===== src/rtl/riscv_pkg.sv =====
// Shared definitions for the fetch front end.
//   fetch_state_t    : fetch FSM encoding (IDLE, REQ, WAIT, DROP)
//   NOP_INSTR        : canonical RISC-V NOP (addi x0, x0, 0) used for bubbles/flushes
//   RESET_PC_DEFAULT : default first fetch address after reset
package riscv_pkg;

  localparam logic [31:0] NOP_INSTR        = 32'h0000_0013;
  localparam logic [31:0] RESET_PC_DEFAULT = 32'h0000_0000;

  typedef enum logic [1:0] {
    IDLE = 2'd0,
    REQ  = 2'd1,
    WAIT = 2'd2,
    DROP = 2'd3
  } fetch_state_t;

endpackage


===== src/rtl/if_id_reg.sv =====
// IF/ID pipeline register between fetch and decode.
//   clk, rst_n  : clock, asynchronous active-low reset
//   flush       : kill the stage content (valid=0, instr=NOP); beats stall
//   stall       : decode cannot accept; hold everything
//   load        : a real instruction is presented on instr_in/pc_in this cycle
//   instr_in    : instruction word
//   pc_in       : PC of instr_in
//   instr_d     : registered instruction (NOP when empty)
//   pc_d        : registered PC
//   pc_plus4_d  : registered PC + 4 (wraps modulo 2^WIDTH)
//   valid_d     : registered instruction is real
// A cycle that is neither stalled nor loaded becomes a bubble; the PC fields
// keep their old value in a bubble since decode ignores them when !valid_d.
module if_id_reg
  import riscv_pkg::*;
#(
  parameter int WIDTH = 32
) (
  input  logic             clk,
  input  logic             rst_n,
  input  logic             flush,
  input  logic             stall,
  input  logic             load,
  input  logic [WIDTH-1:0] instr_in,
  input  logic [WIDTH-1:0] pc_in,
  output logic [WIDTH-1:0] instr_d,
  output logic [WIDTH-1:0] pc_d,
  output logic [WIDTH-1:0] pc_plus4_d,
  output logic             valid_d
);

  logic [WIDTH-1:0] ifid_instr_q, ifid_instr_d;
  logic [WIDTH-1:0] ifid_pc_q, ifid_pc_d;
  logic [WIDTH-1:0] ifid_pc4_q, ifid_pc4_d;
  logic             ifid_valid_q, ifid_valid_d;

  always_comb begin
    ifid_instr_d = ifid_instr_q;
    ifid_pc_d    = ifid_pc_q;
    ifid_pc4_d   = ifid_pc4_q;
    ifid_valid_d = ifid_valid_q;
    if (flush) begin
      ifid_valid_d = 1'b0;
      ifid_instr_d = WIDTH'(NOP_INSTR);
    end else if (!stall) begin
      if (load) begin
        ifid_valid_d = 1'b1;
        ifid_instr_d = instr_in;
        ifid_pc_d    = pc_in;
        ifid_pc4_d   = pc_in + WIDTH'(4);
      end else begin
        ifid_valid_d = 1'b0;
        ifid_instr_d = WIDTH'(NOP_INSTR);
      end
    end
  end

  always_ff @(posedge clk or negedge rst_n) begin
    if (!rst_n) begin
      ifid_instr_q <= WIDTH'(NOP_INSTR);
      ifid_pc_q    <= '0;
      ifid_pc4_q   <= '0;
      ifid_valid_q <= 1'b0;
    end else begin
      ifid_instr_q <= ifid_instr_d;
      ifid_pc_q    <= ifid_pc_d;
      ifid_pc4_q   <= ifid_pc4_d;
      ifid_valid_q <= ifid_valid_d;
    end
  end

  assign instr_d    = ifid_instr_q;
  assign pc_d       = ifid_pc_q;
  assign pc_plus4_d = ifid_pc4_q;
  assign valid_d    = ifid_valid_q;

endmodule


===== src/rtl/fetch_stage.sv =====
// Instruction-fetch stage: PC, next-PC select, instruction-memory handshake,
// one-entry skid buffer and the IF/ID register feeding decode.
//   clk, rst_n        : clock, asynchronous active-low reset
//   pc_src, jump_src  : redirect request; target select (1: alu_result, 0: pc_target)
//   pc_target         : PC+imm from execute
//   alu_result        : JALR sum from the ALU (low two bits forced to 0)
//   stall_d           : decode cannot accept; hold IF/ID
//   imem_req/addr     : request valid / word address
//   imem_gnt          : request accepted this cycle
//   imem_rvalid/rdata : response valid / instruction word (at most one outstanding)
//   instr_d, pc_d, pc_plus4_d, valid_d : IF/ID register outputs to decode
//   dbg_state         : current fetch FSM state, for observation only
//
// Handshake: imem_req rises in REQ and stays high with a stable imem_addr
// until the cycle imem_gnt is seen; only a redirect may change imem_addr
// while imem_req is high. Exactly one response (imem_rvalid) follows each
// grant, no earlier than the cycle after the grant.
module fetch_stage
  import riscv_pkg::*;
#(
  parameter int               WIDTH    = 32,
  parameter logic [WIDTH-1:0] RESET_PC = WIDTH'(RESET_PC_DEFAULT)
) (
  input  logic             clk,
  input  logic             rst_n,
  input  logic             pc_src,
  input  logic             jump_src,
  input  logic [WIDTH-1:0] pc_target,
  input  logic [WIDTH-1:0] alu_result,
  input  logic             stall_d,
  output logic             imem_req,
  output logic [WIDTH-1:0] imem_addr,
  input  logic             imem_gnt,
  input  logic             imem_rvalid,
  input  logic [WIDTH-1:0] imem_rdata,
  output logic [WIDTH-1:0] instr_d,
  output logic [WIDTH-1:0] pc_d,
  output logic [WIDTH-1:0] pc_plus4_d,
  output logic             valid_d,
  output fetch_state_t     dbg_state
);

  fetch_state_t     state_q, state_d;
  logic [WIDTH-1:0] pc_f_q, pc_f_d;
  logic             buf_valid_q, buf_valid_d;
  logic [WIDTH-1:0] buf_instr_q, buf_instr_d;
  logic [WIDTH-1:0] buf_pc_q, buf_pc_d;

  logic [WIDTH-1:0] redirect_pc;
  logic [WIDTH-1:0] fetched_pc;
  logic             ifid_load;
  logic [WIDTH-1:0] ifid_instr;
  logic [WIDTH-1:0] ifid_pc;

  // Both sources are word-aligned so imem_addr[1:0] stays 0.
  assign redirect_pc = jump_src ? {alu_result[WIDTH-1:2], 2'b00}
                                : {pc_target[WIDTH-1:2], 2'b00};

  // pc_f advanced by 4 at grant, so the outstanding word belongs to pc_f-4.
  // A redirect while outstanding always discards that word, so this never
  // sees a redirected pc_f when the word is actually used.
  assign fetched_pc = pc_f_q - WIDTH'(4);

  assign imem_req  = (state_q == REQ) && !buf_valid_q;
  assign imem_addr = pc_f_q;
  assign dbg_state = state_q;

  always_comb begin
    state_d     = state_q;
    pc_f_d      = pc_f_q;
    buf_valid_d = buf_valid_q;
    buf_instr_d = buf_instr_q;
    buf_pc_d    = buf_pc_q;
    ifid_load   = 1'b0;
    ifid_instr  = imem_rdata;
    ifid_pc     = fetched_pc;

    case (state_q)
      IDLE: state_d = REQ;

      REQ: begin
        if (imem_gnt) begin
          pc_f_d  = pc_f_q + WIDTH'(4);
          state_d = pc_src ? DROP : WAIT;
        end
      end

      WAIT: begin
        if (buf_valid_q) begin
          // Response already parked; no request until decode takes it.
          if (!stall_d) begin
            ifid_load   = 1'b1;
            ifid_instr  = buf_instr_q;
            ifid_pc     = buf_pc_q;
            buf_valid_d = 1'b0;
            state_d     = REQ;
          end
        end else if (imem_rvalid) begin
          if (pc_src) begin
            state_d = REQ;
          end else if (!stall_d) begin
            ifid_load = 1'b1;
            state_d   = REQ;
          end else begin
            buf_valid_d = 1'b1;
            buf_instr_d = imem_rdata;
            buf_pc_d    = fetched_pc;
          end
        end else if (pc_src) begin
          state_d = DROP;
        end
      end

      DROP: begin
        if (imem_rvalid) state_d = REQ;
      end

      default: state_d = IDLE;
    endcase

    // Redirect overrides PC selection from any state and kills the buffer;
    // the IF/ID flush is driven by pc_src directly.
    if (pc_src) begin
      pc_f_d      = redirect_pc;
      buf_valid_d = 1'b0;
      if (state_q == WAIT && buf_valid_q) state_d = REQ;
    end
  end

  always_ff @(posedge clk or negedge rst_n) begin
    if (!rst_n) begin
      state_q     <= IDLE;
      pc_f_q      <= RESET_PC;
      buf_valid_q <= 1'b0;
      buf_instr_q <= WIDTH'(NOP_INSTR);
      buf_pc_q    <= '0;
    end else begin
      state_q     <= state_d;
      pc_f_q      <= pc_f_d;
      buf_valid_q <= buf_valid_d;
      buf_instr_q <= buf_instr_d;
      buf_pc_q    <= buf_pc_d;
    end
  end

  if_id_reg #(.WIDTH(WIDTH)) u_if_id (
    .clk       (clk),
    .rst_n     (rst_n),
    .flush     (pc_src),
    .stall     (stall_d),
    .load      (ifid_load),
    .instr_in  (ifid_instr),
    .pc_in     (ifid_pc),
    .instr_d   (instr_d),
    .pc_d      (pc_d),
    .pc_plus4_d(pc_plus4_d),
    .valid_d   (valid_d)
  );

endmodule


===== config.mk =====
export PLATFORM = sky130hd
export DESIGN_NAME = fetch_stage
export DESIGN_NICKNAME = d
export VERILOG_FILES = /design/src/rtl/riscv_pkg.sv /design/src/rtl/if_id_reg.sv /design/src/rtl/fetch_stage.sv
export SDC_FILE = /design/constraint.sdc
export NUM_CORES = 1
export LEC_CHECK = 0
export ABC_CLOCK_PERIOD_IN_PS = 7400
export CAP_MARGIN = 10
export CORE_MARGIN = 2
export CORE_UTILIZATION = 45
export CTS_BUF_LIST = sky130_fd_sc_hd__clkbuf_2
export DETAILED_ROUTE_END_ITERATION = 8
export PLACE_DENSITY = 0.73
export SYNTH_ARGS = -nofsm -noshare
export SYNTH_HDL_FRONTEND = slang
export SYNTH_HIERARCHICAL = 1
export SYNTH_SLANG_ARGS = --single-unit

===== constraint.sdc =====
create_clock -name clk -period 7.4 [get_ports clk]
set_input_delay 0.74 -clock clk [delete_from_list [all_inputs] [get_ports clk]]
set_output_delay 0.74 -clock clk [all_outputs]
set_load 0.03 [all_outputs]

* Word-level counts from Yosys, hierarchy flattened
Index checks and enable logic that the tools add are counted.
** Operators by class
- Add/sub/neg operators :: 3
- Equal/unequal tests :: 4
- Muxes and demuxes :: 36
- Bitwise operators :: 3
- Reduce and logical (&&, ||, !) cells :: 11
** Operator list (number)
- $mux W32 :: 12
- $add A32 B3 Y32 const B :: 2
- $sub A32 B3 Y32 const B :: 1
- $mux W2 :: 9
- $mux W1 :: 14
- $pmux W2 S4 :: 1
- $reduce_bool A2 Y1 :: 3
- $reduce_and A5 Y1 :: 1
- $eq A2 B2 Y1 const B :: 2
- $reduce_and A4 Y1 :: 1
- $not A1 Y1 :: 3
- $reduce_and A3 Y1 :: 1
- $eq A2 B1 Y1 const B :: 1
- $logic_and A1 B1 Y1 :: 2
- $logic_not A2 Y1 :: 1
- $ne A2 B2 Y1 const B :: 1
- $reduce_and A2 Y1 :: 1
- $logic_not A1 Y1 :: 1
** Storage, ports and cells
- Register bits after elaboration :: 196
- Bits of input ports :: 103
- Output and inout port bits :: 132
- Word-level logic and storage cells :: 66

* Logic depth before layout (Yosys ltp)
Gate-level depths: netlist of run 1.
- Depth after elaboration :: 8
- Mapped depth :: 13
- Gate-level depth less buffers :: 10

* Modules after synthesis
The synthesis of run 1 kept the hierarchy.
** Modules (own cells, without submodules)
- fetch_stage :: times used 1, cells an instance 594, area an instance 5916.9 um2
- if_id_reg :: times used 1, cells an instance 405, area an instance 4066.4 um2

* Worst setup path before layout of run 1
No wires, ideal clock.
- Path type :: reg-to-reg
- From :: register state_q[1], in the netlist dbg_state[1]
- To :: register u_if_id.ifid_pc4_q[26], in the netlist u_if_id/pc_plus4_d[26]
- Arrival time :: 3.546 ns
- Slack :: 3.772 ns
- Cell stages (with the launch flop) :: 14
- Period minus slack after synthesis :: 3.628 ns
- Cells stage by stage :: dfrtp_1 -> nor2b_1 -> and2b_1 -> nand2_1 -> buf_2 -> buf_2 -> clkbuf_1 -> a21oi_1 -> ha_1 -> nand3_4 -> or4_4 -> buf_6 -> or4_1 -> a31oi_1
** On the way
- Cells in the longest elaborated chain, start to end :: 3
** RTL lines
- start, declared :: line fetch_stage.sv:43 : fetch_state_t state_q, state_d;
- start signal, assigned :: line fetch_stage.sv:138 : state_q <= state_d;
- $eq A2 B2 Y1 :: line fetch_stage.sv:78 : case (state_q)
- $mux W32 :: line fetch_stage.sv:78
- net ifid_pc[2] :: line fetch_stage.sv:53 : logic [WIDTH-1:0] ifid_pc;
- $add A32 B3 Y32 :: line if_id_reg.sv:50 : ifid_pc4_d = pc_in + WIDTH'(4);
- end signal, assigned :: line if_id_reg.sv:67 : ifid_pc4_q <= ifid_pc4_d;
- end, declared :: line if_id_reg.sv:34 : logic [WIDTH-1:0] ifid_pc4_q, ifid_pc4_d;
The timed path passes the listed nets, and every way through them passes these cells.
A chain may end at the register's enable or synchronous reset.

* Worst setup path in the final report of run 1
- From :: register state_q[1], in the netlist dbg_state[1]
- To :: register u_if_id.ifid_pc4_q[30], in the netlist u_if_id/pc_plus4_d[30]
The elaborated chain is that of the path after synthesis.

==> impl_metrics.tcl, run 1 <==
set metrics [dict create \
    layout_common_cells "clkdlybuf4s50_1, dfrtp_1, nand2_1, mux2_2, nor2_1" \
    maxSlewHeadroom 0.256 \
    use_met2 0.325 \
    seq_area_frac_synth 0.482 \
    dp_slack_ps 2680 \
    gr-total-overflow 0 \
    instances_no_fill 1471 \
    avgRoutedWirePerCell_um 16.6 \
    grt_setup_unrepaired "no" \
    fillerInstances 1955 \
    die_area_mm2 0.0234 \
    p_leak_nw 5.47 \
    synthesis.area_mm2 0.00998 \
    timing.rr.end "u_if_id/pc_plus4_d[30]" \
    max_freq_mhz 246 \
    grt_use_total 0.212 \
    cap_violations 0 \
    insertion_delay_ps 740 \
    rr_worst_depth 9 \
    drive_gt1_frac 0.116 \
    final_cell_area_mm2 0.0125 \
    cts_tree "yes" \
    hold_class "in2async" \
    critical_path_class "reg2reg" \
    start_util 0.457 \
    antenna_found_initial 1 \
    rrSetupSlack_ps 3340 \
    cts_hold_buf 0 \
    clock-root-buffer "clkbuf_2" \
    crit_required_ps 8080 \
    synth_edf_count 0 \
    finalWirelength_um 24400 \
    cts.sinks 192 \
    use_met1 0.304 \
    async_reset_ff_frac 1.00 \
    grt_pass1_vias 7735 \
    postSynthCellCount 999 \
    cts.clk_slew.worst_paths_ps 260 \
    p_per_area_mw_per_mm2 204 \
    cp_data_arrival_time_ps 4730 \
    top_usage_layer "met2" \
    grt_pass1_wl_um 40500 \
    pin_count 235 \
    tns_ps 0 \
    routed-via-count 7888 \
    viasPerCell 5.36 \
    hpwl_um 16800 \
    r2r_start "dbg_state[1]" \
    place_congestion 0.860 \
    grt_max_degree 115 \
    fin_total_pwr_w 0.00256 \
    dieHeight_um 153 \
    period_share 0.548 \
    dp.cells 1439 \
    hold_viol 0 \
    dpl-instance-area_mm2 0.0123 \
    worstPathMaxFanout 92 \
    ir_drop_v 0.0000918 \
    final_common_cell "clkdlybuf4s50_1" \
    worstSetupEndpointType "flop" \
    worst_slack_ps 3340 \
    ant_nets 0 \
    post_cts_resized 0 \
    drc 0 \
    synth_top_flop_cell "dfrtp_1" \
    rows 54 \
    post-route-min-period_ps 4060 \
    nets 1284 \
    drt_iter0_drc 401 \
    ys_warn_count 6 \
    syn_to_final_growth_pct 25.6 \
    postSynthAreaPerCell_um2 9.99 \
    fp.dieW_um 153 \
    clock_skew_ps 30.8 \
    met3_usage 0.0505 \
    fp.coreArea_mm2 0.0218 \
    timing.critical_path.from_type "flop" \
    clockBufferDepth 2 \
    cts_buffers 17 \
    yosysUniqueCellTypes 65 \
    synth-seq-cells 192 \
    drtPass1Iterations 5 \
    setup_viol 0 \
    post_cts_buffers 0 \
    htree_levels 4 \
    maxSlewViolCount 0 \
    tightest_slew_ps 1120 \
    status "complete, no violations" \
    io_buffer_count 228 \
]
## cell type report
cell class	instances	area, um^2	area share
Timing Repair Buffer	233	2310	0.185
Clock inverter	13	123	0.00978
Clock buffer	18	90.1	0.00719
Sequential cell	192	4810	0.384
Antenna cell	1	2.50	0.000200
Multi-Input combinational cell	726	4820	0.384
Tap cell	280	350	0.0279
Inverter	8	30.0	0.00240
## layer usage
| metal | up-vias | wire length [um] |
|---|---|---|
| met5 | - | 0 |
| met4 | 0 | 352 |
| met1 | 3733 | 11500 |
| met2 | 266 | 11000 |
| li1 | 3859 | - |
| met3 | 30 | 1500 |
## flip-flops by register name (all words and copies together) (netlist names)
name,flops
buf_valid_q,1
buf_pc_q,32
u_if_id/pc_plus4_d,30
u_if_id/instr_d,32
dbg_state,2
u_if_id/valid_d,1
imem_addr,30
buf_instr_q,32
u_if_id/pc_d,32
## where the power goes
group | internal (W) | switching, W
clock network | 0.000148 | 0.000354
registers | 0.00122 | 0.000131
logic | 0.000320 | 0.000393
## logic make-up after synthesis
group	count (synthesis)	share of synthesized area
AND/OR/NAND/NOR	382	0.198
multiplexers	111	0.120
XOR/XNOR	68	0.0597
adder cells (fa/ha/maj)	3	0.00376
other	1	0.000376
AO/OA/AOI/OAI	160	0.0986
buffers and inverters	82	0.0380
flip-flops	192	0.482
## critical path, cell delays in order, from the launching register on
cell and delay, ps:
dfrtp_1 510, nor2b_1 260, and2b_1 270, nand2_4 580, a21oi_1 630, ha_1 310, nand3_4 140, or4_1 670
or4_1 440, a31oi_1 180
## worst max path at each step
stage / startpoint / to / slack, ps / cells past startpoint
6_report: dbg_state[1] / u_if_id/pc_plus4_d[30] / 3340 / 9
5_1_grt: dbg_state[1] / u_if_id/pc_plus4_d[27] / 3010 / 8
4_1_cts: dbg_state[1] / u_if_id/pc_plus4_d[30] / 3340 / 9
3_5_place_dp: stall_d / u_if_id/pc_plus4_d[30] / 2680 / 10
3_3_place_gp: stall_d / u_if_id/pc_plus4_d[30] / 2730 / 10
2_1_floorplan: dbg_state[1] / u_if_id/pc_plus4_d[26] / 3770 / 13
## stage by stage
step / utilization / hold slack [ps]
finish: 0.574 / 60.4
global route: 0.574 / 56.0
CTS: 0.574 / 48.9
detailed placement: 0.565 / 463
global placement: 0.565 / 459
floorplan: - / 444
## synthesized netlist by cell type (all sizes together) (3+ instances only)
cell type | n | share of area
clkbuf | 45 | 0.017
xnor2 | 35 | 0.031
a21oi | 42 | 0.021
nor2b | 3 | 0.0019
a31oi | 12 | 0.0075
nand4b | 4 | 0.0050
nor2 | 66 | 0.025
nor3 | 17 | 0.010
nand4 | 22 | 0.014
ha | 3 | 0.0038
and3 | 17 | 0.011
and2 | 4 | 0.0025
nand2 | 172 | 0.065
o22a | 3 | 0.0026
a22o | 29 | 0.025
nand3 | 25 | 0.014
buf | 29 | 0.018
dfrtp | 186 | 0.47
nor4 | 13 | 0.019
or4 | 14 | 0.011
inv | 8 | 0.0030
o31ai | 9 | 0.0068
mux2i | 42 | 0.042
o21ai | 56 | 0.028
or3 | 5 | 0.0033
mux2 | 69 | 0.078
xor2 | 33 | 0.029
and4 | 4 | 0.0036
dfstp | 6 | 0.016
nor3b | 4 | 0.0035
(Power assumes the default switching activity.)
==> inputs of run 2 (changes only) <==
ABC_CLOCK_PERIOD_IN_PS = 4200   (was 7400)
clock period = 4.2 ns   (was 7.4 ns; I/O delays follow)
==> run 2 against run 1 <==
- first-iteration DRC count is 10% lower
- clock skew is 13 ps higher
- total power is 85% higher
- wire length is 1.2% higher
- setup slack worse by 2900 ps
- clock power is 120% higher
- critical path depth stayed put
- largest cell class unchanged
- maximum frequency is 9.3% higher
==> impl_metrics.tcl, run 2 (synthesized netlist as in run 1, its figures left out) <==
set metrics [dict create \
    status "complete, no violations" \
    period_share 0.884 \
    setup_viol 0 \
    cts.clk_slew.worst_paths_ps 290 \
    cts.sinks 192 \
    die_area_mm2 0.0234 \
    fp.dieW_um 153 \
    io_buffer_count 228 \
    p_clk_frac 0.230 \
    insertion_delay_ps 730 \
    p_per_area_mw_per_mm2 372 \
    rows 54 \
    clock_skew_ps 43.4 \
    hpwl_um 17500 \
    final_cell_area_mm2 0.0127 \
    routed-via-count 7885 \
    switching_share 0.330 \
    comb_power_share 0.269 \
    dieHeight_um 153 \
    clockBufferDepth 2 \
    grt_max_degree 112 \
    hold_class "in2reg" \
    viasPerCell 5.31 \
    post_cts_resized 0 \
    start_util 0.457 \
    drive_gt1_frac 0.126 \
    finalWirelength_um 24600 \
    maxSlewViolCount 0 \
    layout_common_cells "clkdlybuf4s50_1, dfrtp_1, nand2_1, mux2_2, nor2_1" \
    avgRoutedWirePerCell_um 16.6 \
    grt_pass1_vias 7754 \
    p_leak_nw 5.59 \
    pwr-share-seq 0.501 \
    dpl-instance-area_mm2 0.0124 \
    maxSlewHeadroom 0.324 \
    internal_power_w 0.00317 \
    critical_path_class "reg2reg" \
    htree_levels 4 \
    clock-root-buffer "clkbuf_2" \
    tns_ps 0 \
    cts_buffers 17 \
    ir_drop_v 0.000224 \
    max_freq_mhz 269 \
    fp.coreArea_mm2 0.0218 \
    grt_use_total 0.213 \
    grt_pass1_wl_um 40800 \
    syn_to_final_growth_pct 27.7 \
    cap_violations 0 \
    crit_required_ps 4890 \
    cp_data_arrival_time_ps 4400 \
    cts_hold_buf 1 \
    hold_viol 0 \
    antenna_found_initial 1 \
    drt_iter0_drc 361 \
    p_sw_w 0.00157 \
    nets 1297 \
    tightest_slew_ps 1010 \
    timing.critical_path.from_type "flop" \
    worstSetupEndpointType "flop" \
    gr-total-overflow 0 \
    final_common_cell "clkdlybuf4s50_1" \
    grt_setup_unrepaired "no" \
    fillerInstances 1966 \
    drtPass1Iterations 5 \
    post_cts_buffers 0 \
    worstPathMaxFanout 12 \
    cts_tree "yes" \
    place_congestion 0.826 \
    pin_count 235 \
    drc 0 \
    ant_nets 0 \
    post-route-min-period_ps 3710 \
]
## run 2: cell types whose count changed in the layout (fill, tap and decap cells not counted)
| cell | previous run | this run |
|---|---|---|
| dlygate4sd3_1 | 0 | 1 |
| clkinvlp_4 | 3 | 1 |
| buf_4 | 5 | 15 |
| bufinv_16 | 2 | 5 |
| inv_6 | 0 | 3 |
| clkinv_1 | 3 | 1 |
| buf_12 | 0 | 2 |
| clkinv_2 | 4 | 1 |
| clkinv_4 | 1 | 2 |
## run 2: per-stage QoR
| step | setup slack [ps] | hold slack [ps] | util | cells | total power [W] |
|---|---|---|---|---|---|
| detailed placement | 453 | 463 | 0.570 | 1451 | 0.00369 |
| finish | 489 | 283 | 0.584 | 1484 | 0.00474 |
| global placement | 509 | 460 | 0.570 | 1451 | 0.00365 |
| floorplan | 572 | 124 | - | 1000 | 0.00314 |
| global route | 151 | 184 | 0.584 | 1484 | 0.00502 |
| CTS | 508 | 210 | 0.584 | 1483 | 0.00479 |
## run 2: layout make-up
| type | instances | area, um^2 | share of cell area |
|---|---|---|---|
| Antenna cell | 1 | 2.50 | 0.000196 |
| Clock buffer | 18 | 90.1 | 0.00707 |
| Clock inverter | 13 | 210 | 0.0165 |
| Inverter | 8 | 30.0 | 0.00236 |
| Multi-Input combinational cell | 726 | 4820 | 0.378 |
| Sequential cell | 192 | 4810 | 0.377 |
| Tap cell | 280 | 350 | 0.0275 |
| Timing Repair Buffer | 246 | 2440 | 0.191 |
## run 2: metal layers
metal	vias up	global-route usage	part of all wire
met3	12	0.0488	0.054
met4	0	0.0428	0.0092
li1	3866	-	-
met1	3778	0.309	0.48
met2	229	0.331	0.46
met5	-	0	0
## run 2: path summary, 6_finish.rpt
kind / startpoint / end / slack (ps) / depth (start not counted)
min in group asynchronous: rst_n / u_if_id/instr_d[23] / 310 / 2
max in group asynchronous: rst_n / u_if_id/instr_d[1] / 2870 / 3
min: pc_target[4] / imem_addr[4] / 280 / 3
min reg2reg: u_if_id/pc_d[20] / u_if_id/pc_d[20] / 510 / 2
max reg2reg: imem_addr[4] / u_if_id/pc_plus4_d[27] / 490 / 9
max: imem_addr[4] / u_if_id/pc_plus4_d[27] / 490 / 9
## run 2: power groups by stage
| stage | clock (W) | sequential, W | combinational (W) |
|---|---|---|---|
| after floorplan | 0 | 0.00255 | 0.000588 |
| after global placement | 0 | 0.00239 | 0.00126 |
| after detailed placement | 0 | 0.00241 | 0.00128 |
| after CTS | 0.00113 | 0.00237 | 0.00129 |
| after global routing | 0.00121 | 0.00242 | 0.00139 |
| final | 0.00109 | 0.00237 | 0.00128 |
## run 2: critical path, cell delays in order (launching register included)
cell and delay [ps]:
dfrtp_1 590, nor4_4 490, nand4b_4 290, nor3b_2 250, xnor2_1 130, a21oi_1 390
and3_1 340, nand4_1 400, or4_1 630, a31oi_1 160
==> inputs of run 3 (changes only) <==
TNS_END_PERCENT = 10   (was default)
==> results of run 3 <==
No change in the layout: final DEF, timing and power equal those of run 2.
